## src/rtl/i2c_glitch_sequencer.sv

```systemverilog
// Arms on request, matches an address+register prefix in the I2C listener byte
// stream, then fires one delayed glitch pulse of programmed width per arm.
module i2c_glitch_sequencer #(
  parameter int DELAY_W     = 16,
  parameter int PULSE_W     = 8,
  parameter int REQUIRE_ACK = 1
) (
  input  logic               sysclk,
  input  logic               rst,
  input  logic               arm,
  input  logic               abort,
  input  logic               sop,
  input  logic               eot,
  input  logic               byte_ready,
  input  logic [8:0]         byte_in,
  input  logic [7:0]         match_addr,
  input  logic [7:0]         match_reg,
  input  logic [DELAY_W-1:0] delay,
  input  logic [PULSE_W-1:0] pulse_len,
  output logic               glitch_out,
  output logic               armed,
  output logic               busy,
  output logic               done,
  output logic [2:0]         state_dbg
);

  typedef enum logic [2:0] {
    IDLE       = 3'd0,
    WAIT_SOP   = 3'd1,
    MATCH_ADDR = 3'd2,
    MATCH_REG  = 3'd3,
    DELAY      = 3'd4,
    FIRE       = 3'd5,
    DONE       = 3'd6
  } state_t;

  localparam logic [DELAY_W-1:0] ONE_D = {{(DELAY_W-1){1'b0}}, 1'b1};
  localparam logic [PULSE_W-1:0] ONE_P = {{(PULSE_W-1){1'b0}}, 1'b1};

  state_t             state_reg;
  logic [DELAY_W-1:0] dcnt_reg;
  logic [PULSE_W-1:0] pcnt_reg;
  logic [PULSE_W-1:0] plen_reg;
  logic               ack_ok;
  logic               addr_hit;
  logic               reg_hit;

  assign ack_ok   = (REQUIRE_ACK == 0) || (byte_in[0] == 1'b0);
  assign addr_hit = (byte_in[8:1] == match_addr) && ack_ok;
  assign reg_hit  = (byte_in[8:1] == match_reg) && ack_ok;

  assign armed     = (state_reg == WAIT_SOP) || (state_reg == MATCH_ADDR) || (state_reg == MATCH_REG);
  assign busy      = (state_reg == DELAY) || (state_reg == FIRE);
  assign state_dbg = state_reg;

  always_ff @(posedge sysclk or posedge rst) begin
    if (rst) begin
      state_reg  <= IDLE;
      dcnt_reg   <= '0;
      pcnt_reg   <= '0;
      plen_reg   <= '0;
      glitch_out <= 1'b0;
      done       <= 1'b0;
    end else begin
      // Pulse and strobe trail the state by one edge; abort cancels them immediately.
      glitch_out <= (state_reg == FIRE) && !abort;
      done       <= (state_reg == DONE) && !abort;
      if (abort) begin
        state_reg <= IDLE;
        dcnt_reg  <= '0;
        pcnt_reg  <= '0;
      end else begin
        case (state_reg)
          IDLE: if (arm) state_reg <= WAIT_SOP;
          WAIT_SOP: if (sop) state_reg <= MATCH_ADDR;
          MATCH_ADDR: begin
            if (sop)             state_reg <= MATCH_ADDR;
            else if (eot)        state_reg <= WAIT_SOP;
            else if (byte_ready) state_reg <= addr_hit ? MATCH_REG : WAIT_SOP;
          end
          MATCH_REG: begin
            if (sop)        state_reg <= MATCH_ADDR;
            else if (eot)   state_reg <= WAIT_SOP;
            else if (byte_ready) begin
              if (reg_hit) begin
                state_reg <= DELAY;
                dcnt_reg  <= delay;
                plen_reg  <= pulse_len;
              end else begin
                state_reg <= WAIT_SOP;
              end
            end
          end
          DELAY: begin
            if (dcnt_reg == '0) begin
              state_reg <= FIRE;
              pcnt_reg  <= (plen_reg == '0) ? ONE_P : plen_reg;
            end else begin
              dcnt_reg <= dcnt_reg - ONE_D;
            end
          end
          FIRE: begin
            if (pcnt_reg <= ONE_P) state_reg <= DONE;
            if (pcnt_reg != '0)    pcnt_reg  <= pcnt_reg - ONE_P;
          end
          DONE:    state_reg <= IDLE;
          default: state_reg <= IDLE;
        endcase
      end
    end
  end

endmodule
```

## config.mk

```make
export PLATFORM = sky130hd
export DESIGN_NAME = i2c_glitch_sequencer
export DESIGN_NICKNAME = d
export VERILOG_FILES = /design/src/rtl/i2c_glitch_sequencer.sv
export SDC_FILE = /design/constraint.sdc
export NUM_CORES = 1
export LEC_CHECK = 0
export ABC_AREA = 1
export BUFFER_PORTS_ARGS = -buffer_cell sky130_fd_sc_hd__buf_2
export CORE_UTILIZATION = 45
export DETAILED_ROUTE_END_ITERATION = 6
export GPL_TIMING_DRIVEN = 0
export PLACE_DENSITY_LB_ADDON = 0.08
export SLEW_MARGIN = 20
export SYNTH_ARGS = -nofsm -noshare
export SYNTH_HDL_FRONTEND = slang
export SYNTH_SLANG_ARGS = --single-unit
```

## constraint.sdc

```tcl
create_clock -name sysclk -period 4.4 [get_ports sysclk]
set_input_delay 0.44 -clock sysclk [delete_from_list [all_inputs] [get_ports sysclk]]
set_output_delay 0.44 -clock sysclk [all_outputs]
set_load 0.1 [all_outputs]
```

Word-level counts from Yosys, hierarchy flattened --
Cells that the tools add are included.
Storage, ports and cells: bits in registers 37, input bits 56, output and inout bits 7, word-level logic and storage cells 77
Cells by class: add/sub/neg operators 2, magnitude comparators 1, eq/ne operators 20, multiplexer cells 26, bitwise operators 4, reduce and logical (&&, ||, !) cells 18
Operators by type and width (number):
- $mux W16 | 6
- $mux W3 | 12
- $mux W8 | 4
- $pmux W16 S2 | 1
- $ne A3 B3 Y1 const B | 7
- $pmux W3 S6 | 1
- $reduce_and A6 Y1 | 3
- $eq A8 B8 Y1 | 2
- $logic_not A16 Y1 | 1
- $pmux W8 S2 | 1
- $sub A16 B1 Y16 const B | 1
- $ne A5 B5 Y1 const B | 2
- $eq A3 B3 Y1 const B | 3
- $ne A3 B2 Y1 const B | 3
- $le A8 B1 Y1 const B | 1
- $logic_not A8 Y1 | 1
- $reduce_bool A8 Y1 | 1
- $sub A8 B1 Y8 const B | 1
- $eq A3 B2 Y1 const B | 2
- $reduce_bool A3 Y1 | 2
- $logic_and A1 B1 Y1 | 4
- $not A1 Y1 | 4
- $eq A3 B1 Y1 const B | 1
- $logic_not A3 Y1 | 1
- other kinds (4) | 6

Logic depth before layout (Yosys ltp) --
Gate-level depths: netlist (run 1).
depth after elaboration 8, depth in mapped cells 12, mapped depth without buffers 11

Least setup slack after synthesis (run 1) --
No wires, ideal clock.
path kind reg2out, from register state_reg[0] (netlist: state_dbg[0]), to output armed, arrival time 2577 ps, path slack 1383 ps, cell stages (with the launch flop) 4, buffers on the path 1, cell sequence dfrtp_1 -> buf_4 -> nor2_1 -> nor2_1
On the way: cells in the longest elaborated chain, start to end 3, elaborated cells on any way between the ends 5, those cells by class eq/ne (3); reduce/logical (2)
Ends and longest elaborated chain:
- start, declared | line 40 | state_t state_reg;
- start signal, assigned | line 79 | else if (byte_ready) state_reg <= addr_hit ? MATCH_REG : WAIT_SOP;
- $eq A3 B1 Y1 / $eq A3 B2 Y1 (equally long branches) | line 52 | assign armed = (state_reg == WAIT_SOP) || (state_reg == MATCH_ADDR) || (state_reg == MATCH_REG);
- $logic_or A1 B1 Y1 | line 52
- $logic_or A1 B1 Y1 * | line 52
- end, declared | line 21 | output logic armed,
Mark *: on every way between the ends. The rest lies on a longest branch, timed or not.

Final worst setup path (run 1) --
from register state_reg[1] (netlist: state_dbg[1]), to output busy
On the way: cells in the longest elaborated chain, start to end 2, elaborated cells on any way between the ends 3, those cells by class eq/ne (2); reduce/logical (1)
Ends and longest elaborated chain:
- $eq A3 B3 Y1 | line 53 | assign busy = (state_reg == DELAY) || (state_reg == FIRE);
- $logic_or A1 B1 Y1 * | line 53
- end, declared | line 22 | output logic busy,
Marks and branches as above.

==> results.toml, run 1 <==
[routing]
vias = 2857
wl_per_cell_um = 11.2
viasPerCell = 4.82
drt-total-wl_um = 6650
drt_iter0_drc = 189
drc = 0
firstDrtPassIters = 4
ant_nets = 0

[synthesis]
syn-num-nets = 508
yosysTopAreaCellShare_pct = 32.5
yosysTopAreaCell = "dfrtp_1"
synth_edf_count = 0
ys_top_cells_by_count = "nand2_1 (166), inv_1 (52), nor2_1 (51)"
synthCells = 448
synthesis.area_um2 = 2850
yosysMostFrequentCell = "nand2_1"
synth-main-ff-cell = "dfrtp_1"
ys_seq_area_share_pct = 32.5
ys_ff_latch = 37
async_flop_share_pct = 100
yosysWarnings = 0
synthDistinctLibCells = 33
ys_top_cells_by_area = "dfrtp_1 (32%), nand2_1 (22%), inv_1 (6.9%)"
syn_avg_cell_area_um2 = 6.36

[layout]
fillers = 642
finalNetCount = 577
drive_gt1_share_pct = 21.6
antenna_cells = 0
largest_register_ffs = 16
area_growth_pct = 18.8

[setup_path]
cp_top_family = "buffers and inverters"
end_kind = "primary output"
rr_endpoint = "pcnt_reg[1]"
crit_fanout = 7
start_kind = "register"
slowest_delay_ns = 0.43
crit_type = "reg2out"
reg2reg_from = "state_dbg[1]"
worst_ep_arrival_time_ns = 1.52
slowest_stage = "buf_2"
crit_chain = "inv_2 > nand2_2 > inv_1 > buf_2"
required_ns = 3.96
r2r_slack_ns = 2.68
reg2reg_depth = 10
crit_buf_inv = 3

[grt]
grt_max_degree = 25
grt_pass1_vias = 2568
antenna_found_initial = 0
grt_pass1_wl_um = 11300
overflow = 0
grt_util_all_layers_pct = 21.8

[floorplan]
dieWidth_um = 81.6
die_area_um2 = 6650
core_area_um2 = 6030
die_h_um = 81.6
pin_count = 63
std_cell_rows = 28
start_util_pct = 47.3

[sta]
rsz0062_at_grt = "no"
setup_viol = 0
max_freq_ghz = 0.510
hold_ws_ns = 0.111
relSlewSlack_pct = 67.7
skew_ns = 0.00537
tightest_slew_ns = 0.488
hold_viol_final = 0
min_period_ns = 1.96
fin_crit_sh_pct = 44.6
maxSlewViolCount = 0
finalSetupTns_ns = 0
finalWorstSetupSlack_ns = 2.44

[clock_tree]
clock-sinks = 37
htreeDepth = 2
cts_inserted_buffers = 5
cts_root_buffer = "clkbuf_8"
postCtsSetupRepairBufs = 0
ctsResizeCount = 0
ctsHoldBuffers = 0
worst_skew_pair.late_latency_ns = 0.29
cts_tree = "yes"
path_clk_slew_ns = 0.09
clockBufferDepth = 2

[place]
portBuffers = 61
place_hpwl_um = 5170
pre_cts_slack_ns = 2.58
gp_congestion = 0.819

[pwr]
p_leak_uw = 0.00191
peakVddDrop_mv = 0.543
power_density_nw_per_um2 = 352

[run_status]
status = "finished, final reports clean"

[min_path]
min_path_type = "in2async"

[job]
maxCapViolCount = 0
cell type report:
type / instances / area, um2 / area share [%]
Tap cell: 75 / 93.8 / 2.77
Inverter: 59 / 221 / 6.55
Sequential cell: 37 / 926 / 27.4
Timing Repair Buffer: 62 / 325 / 9.62
Clock buffer: 5 / 68.8 / 2.03
Clock inverter: 3 / 46.3 / 1.37
Multi-Input combinational cell: 344 / 1640 / 48.6
Buffer: 8 / 57.6 / 1.70
logic make-up after synthesis:
group | synth area share (%)
and+or+nand+nor | 41.9
buffers and inverters | 9.79
AOI/OAI and AO/OA | 11.0
DFF | 32.5
xor gates and xnor gates | 3.07
adders and majority gates | 1.76
metrics by stage:
| stage | area [um2] | power [uW] | cells | utilization (%) |
|---|---|---|---|---|
| after floorplan | 2850 | 782 | 448 | - |
| after global placement | 3250 | 883 | 584 | 53.9 |
| after detailed placement | 3270 | 892 | 585 | 54.2 |
| after CTS | 3380 | 1200 | 593 | 56.1 |
| after global routing | 3380 | 1280 | 593 | 56.1 |
| final | 3380 | 1190 | 593 | 56.1 |
placed cells by master (no fill, tap or decap), types with 5 or more instances in the layout:
cell,synthesis,layout
buf_2,4,65
clkbuf_8,0,5
nor2_1,51,51
nand2_1,166,166
a21oi_1,8,8
inv_1,52,51
o21ai_0,23,23
dfrtp_1,37,37
inv_2,7,8
nand3_1,35,35
o21ai_2,9,9
xor2_1,6,6
report_power, final:
group | leakage [uW] | switching (uW) | internal, uW
Clock | 0.0000543 | 139 | 170
Combinational | 0.00136 | 333 | 137
Sequential | 0.000498 | 38.5 | 375
worst register-to-register path, stage by stage (launching register included):
cell and delay (ns):
dfrtp_1 0.42, inv_2 0.13, nand2_2 0.13, nor2_8 0.16, nand2_4 0.11, inv_2 0.18, nand2_2 0.12, nand2_4 0.13
inv_2 0.09, nand4_1 0.09, o21ai_1 0.07
worst max-delay path by stage:
stage,end,from,depth (start not counted)
2_1_floorplan,armed,state_dbg[0],3
3_3_place_gp,dcnt_reg[15],rst,2
3_5_place_dp,plen_reg[1],byte_in[3],8
4_1_cts,busy,state_dbg[1],4
5_1_grt,busy,state_dbg[1],4
6_report,busy,state_dbg[1],4
layer usage:
layer | GRT usage (%) | part of all wire [%] | vias up
li1 | - | - | 1537
met1 | 29.8 | 49 | 1241
met2 | 35.8 | 46 | 77
met3 | 3.89 | 5.0 | 2
met4 | 4.74 | 0.41 | 0
met5 | 0 | 0 | -
(Power assumes the default switching activity.)
==> run 2, diff against run 1 <==
--- a/config.mk
+++ b/config.mk
@@ -5,7 +5,7 @@
 export SDC_FILE = /design/constraint.sdc
 export NUM_CORES = 1
 export LEC_CHECK = 0
-export ABC_AREA = 1
+export ABC_AREA = 0
 export BUFFER_PORTS_ARGS = -buffer_cell sky130_fd_sc_hd__buf_2
 export CORE_UTILIZATION = 45
 export DETAILED_ROUTE_END_ITERATION = 6
==> constraint.sdc (replaced) <==
create_clock -name sysclk -period 1.7 [get_ports sysclk]
set_input_delay 0.17 -clock sysclk [delete_from_list [all_inputs] [get_ports sysclk]]
set_output_delay 0.17 -clock sysclk [all_outputs]
set_load 0.1 [all_outputs]
==> run 2 against run 1 <==
  * The flow now finishes with violations (setup timing)
  * Clock skew increased by 0.0025 ns
  * Core utilization increased by 14 points
  * Worst setup slack got worse by 2.7 ns
  * Power increased to 2.5 times the previous value
  * Clock power increased to 2.6 times the previous value
  * Global-route usage increased by 5.4 points
  * Critical path depth increased by 1
  * Sequential share of layout area decreased by 2.8 points
  * Combinational power increased to 2.6 times the previous value
  * Critical endpoint is now dcnt_reg[1]
  * Largest cell class unchanged
  * Highest routed layer unchanged
==> results.toml, run 2 <==
[layout]
largest_register_ffs = 16
area_growth_pct = 49.9
mostFrequentLayoutCells = "buf_2 (60), dfrtp_1 (31), nand2_1 (28), buf_4 (25), o21ai_0 (20)"
final_common_cell = "buf_2"
fillers = 449
final_area_um2 = 3830
finalNetCount = 445
antenna_cells = 0
drive_gt1_share_pct = 46.4

[clock_tree]
cts_root_buffer = "clkbuf_8"
cts_tree = "yes"
worst_skew_pair.late_latency_ns = 0.29
clock-sinks = 37
path_clk_slew_ns = 0.08
htreeDepth = 2
clockBufferDepth = 2
cts_inserted_buffers = 5

[synthesis]
yosysTopAreaCell = "dfrtp_1"
yosysTopAreaCellShare_pct = 36.2
ys_seq_area_share_pct = 36.2
synthesis.area_um2 = 2550
yosysMostFrequentCell = "dfrtp_1"
yosysWarnings = 0
syn_avg_cell_area_um2 = 8.93
ys_top_cells_by_area = "dfrtp_1 (36%), o21ai_0 (4.9%), nand2_1 (4.3%)"
syn-num-nets = 346
synth-main-ff-cell = "dfrtp_1"
async_flop_share_pct = 100
synth_edf_count = 0
ys_ff_latch = 37
synthCells = 286
synthDistinctLibCells = 51
ys_top_cells_by_count = "dfrtp_1 (37), nand2_1 (29), o21ai_0 (25)"

[setup_path]
slowest_stage = "dfrtp_2"
worst_ep_arrival_time_ns = 2.17
crit_type = "reg2reg"
rr_endpoint = "dcnt_reg[1]"
r2r_slack_ns = -0.30
reg2reg_from = "dcnt_reg[12]"
end_kind = "register"
required_ns = 1.88
slowest_delay_ns = 0.46
cp-endpoint = "dcnt_reg[1]"
reg2reg_depth = 5
crit_fanout = 6
cp-startpoint = "dcnt_reg[12]"
start_kind = "register"
crit_chain = "nor4_4 > and4_4 > nor2_4 > nor3_4 > mux2_4"

[sta]
min_period_ns = 2.00
finalSetupTns_ns = -7.45
fin_crit_sh_pct = 117
hold_viol_final = 0
hold_ws_ns = 0.112
rsz0062_at_grt = "yes"
finalWorstSetupSlack_ns = -0.296
setup_viol = 36
tightest_slew_ns = 0.658
skew_ns = 0.00791
maxSlewViolCount = 0
relSlewSlack_pct = 56.1
max_freq_ghz = 0.501

[pwr]
p_leak_uw = 0.00189
finalPower_uw = 2980
peakVddDrop_mv = 1.32
power_density_nw_per_um2 = 779

[routing]
drc = 0
firstDrtPassIters = 4
drt_iter0_drc = 215
drt-total-wl_um = 7890
ant_nets = 0
viasPerCell = 5.79
vias = 2652
wl_per_cell_um = 17.2

[min_path]
min_path_type = "in2reg"

[run_status]
failed_checks = "setup timing"
status = "finished with violations"

[grt]
grt_max_degree = 30
grt_pass1_vias = 2595
overflow = 0
antenna_found_initial = 0
grt_util_all_layers_pct = 27.2
grt_pass1_wl_um = 12800

[floorplan]
die_h_um = 77.4
dieWidth_um = 77.4
start_util_pct = 46.7
pin_count = 63
std_cell_rows = 27
die_area_um2 = 5980
core_area_um2 = 5470

[place]
pre_cts_slack_ns = -0.722
place_hpwl_um = 4870
portBuffers = 62
gp_congestion = 0.843
post_dp_cell_area_um2 = 3070

[job]
maxCapViolCount = 0
==> run 2: cell types whose count changed in the layout (fill, tap and decap cells not counted), moves of 5 or more <==
| cell | delta |
|---|---|
| o21ai_2 | -9 |
| inv_1 | -45 |
| a221o_1 | +10 |
| nand2_1 | -138 |
| nand3_1 | -29 |
| dfrtp_1 | -6 |
| nor2_1 | -35 |
| buf_4 | +23 |
| buf_6 | +8 |
| buf_2 | -5 |
| mux2_4 | +9 |
| nor3_1 | +5 |
==> run 2: cells by family after synthesis <==
family	after synthesis	share of synthesized area, %
adders and majority gates	4	1.96
AOI/OAI and AO/OA	79	22.9
DFF	37	36.2
buffers and inverters	27	5.04
and+or+nand+nor	114	24.4
xor gates and xnor gates	16	5.49
muxes	9	3.97
==> run 2: worst max-delay path, delay by kind of cell (launching register included) <==
family,cells,cell delay (ns)
flops,1,0.46
simple gates,4,1.09
mux,1,0.34
==> run 2: per-stage QoR <==
stage | instances | utilization (%)
after floorplan | 286 | -
after global placement | 420 | 55.8
after detailed placement | 421 | 56.2
after CTS | 453 | 67.7
after global routing | 458 | 70.0
final | 458 | 70.0
==> run 2: power breakdown <==
part           switching (uW)  internal, uW  total [uW]
Sequential               36.7           917         953
Combinational             700           515        1220
Clock                     334           479         813
==> run 2: area by class of cell <==
class | count | area [um2] | share of cell area, %
multi-input cells | 222 | 1840 | 48.0
flip-flops and latches | 37 | 941 | 24.6
repair buffers | 98 | 656 | 17.1
plain buffers | 11 | 151 | 3.95
well taps | 72 | 90.1 | 2.35
clock buffers | 7 | 86.3 | 2.25
inverters | 10 | 37.5 | 0.980
clock inverters | 1 | 30.0 | 0.784
==> run 2: metal layers <==
metal / wire [um] / track usage [%] / vias up
met5: 0 / 0 / -
met4: 99 / 6.98 / 0
li1: - / - / 1277
met2: 3840 / 46.4 / 107
met1: 3500 / 35.9 / 1256
met3: 451 / 4.12 / 12
==> run 2: how the worst min path moves through the flow <==
| stage | startpoint | to | slack (ns) | cells after the start |
|---|---|---|---|---|
| finish | pulse_len[1] | plen_reg[1] | 0.11 | 2 |
| global route | pulse_len[1] | plen_reg[1] | 0.11 | 2 |
| CTS | pulse_len[7] | plen_reg[7] | 0.09 | 2 |
| detailed placement | rst | dcnt_reg[4] | 0.11 | 2 |
| global placement | pulse_len[3] | plen_reg[3] | 0.40 | 2 |
| floorplan | pulse_len[0] | plen_reg[0] | 0.32 | 1 |
==> run 2: repair_timing <==
action	4_1_cts	5_1_grt
hold endpoints to repair	8	0
gates cloned	3	0
gates resized for setup	71	23
hold buffers	1	0
setup buffers	26	5
pin swaps	17	18
endpoints found under the setup margin	36	36
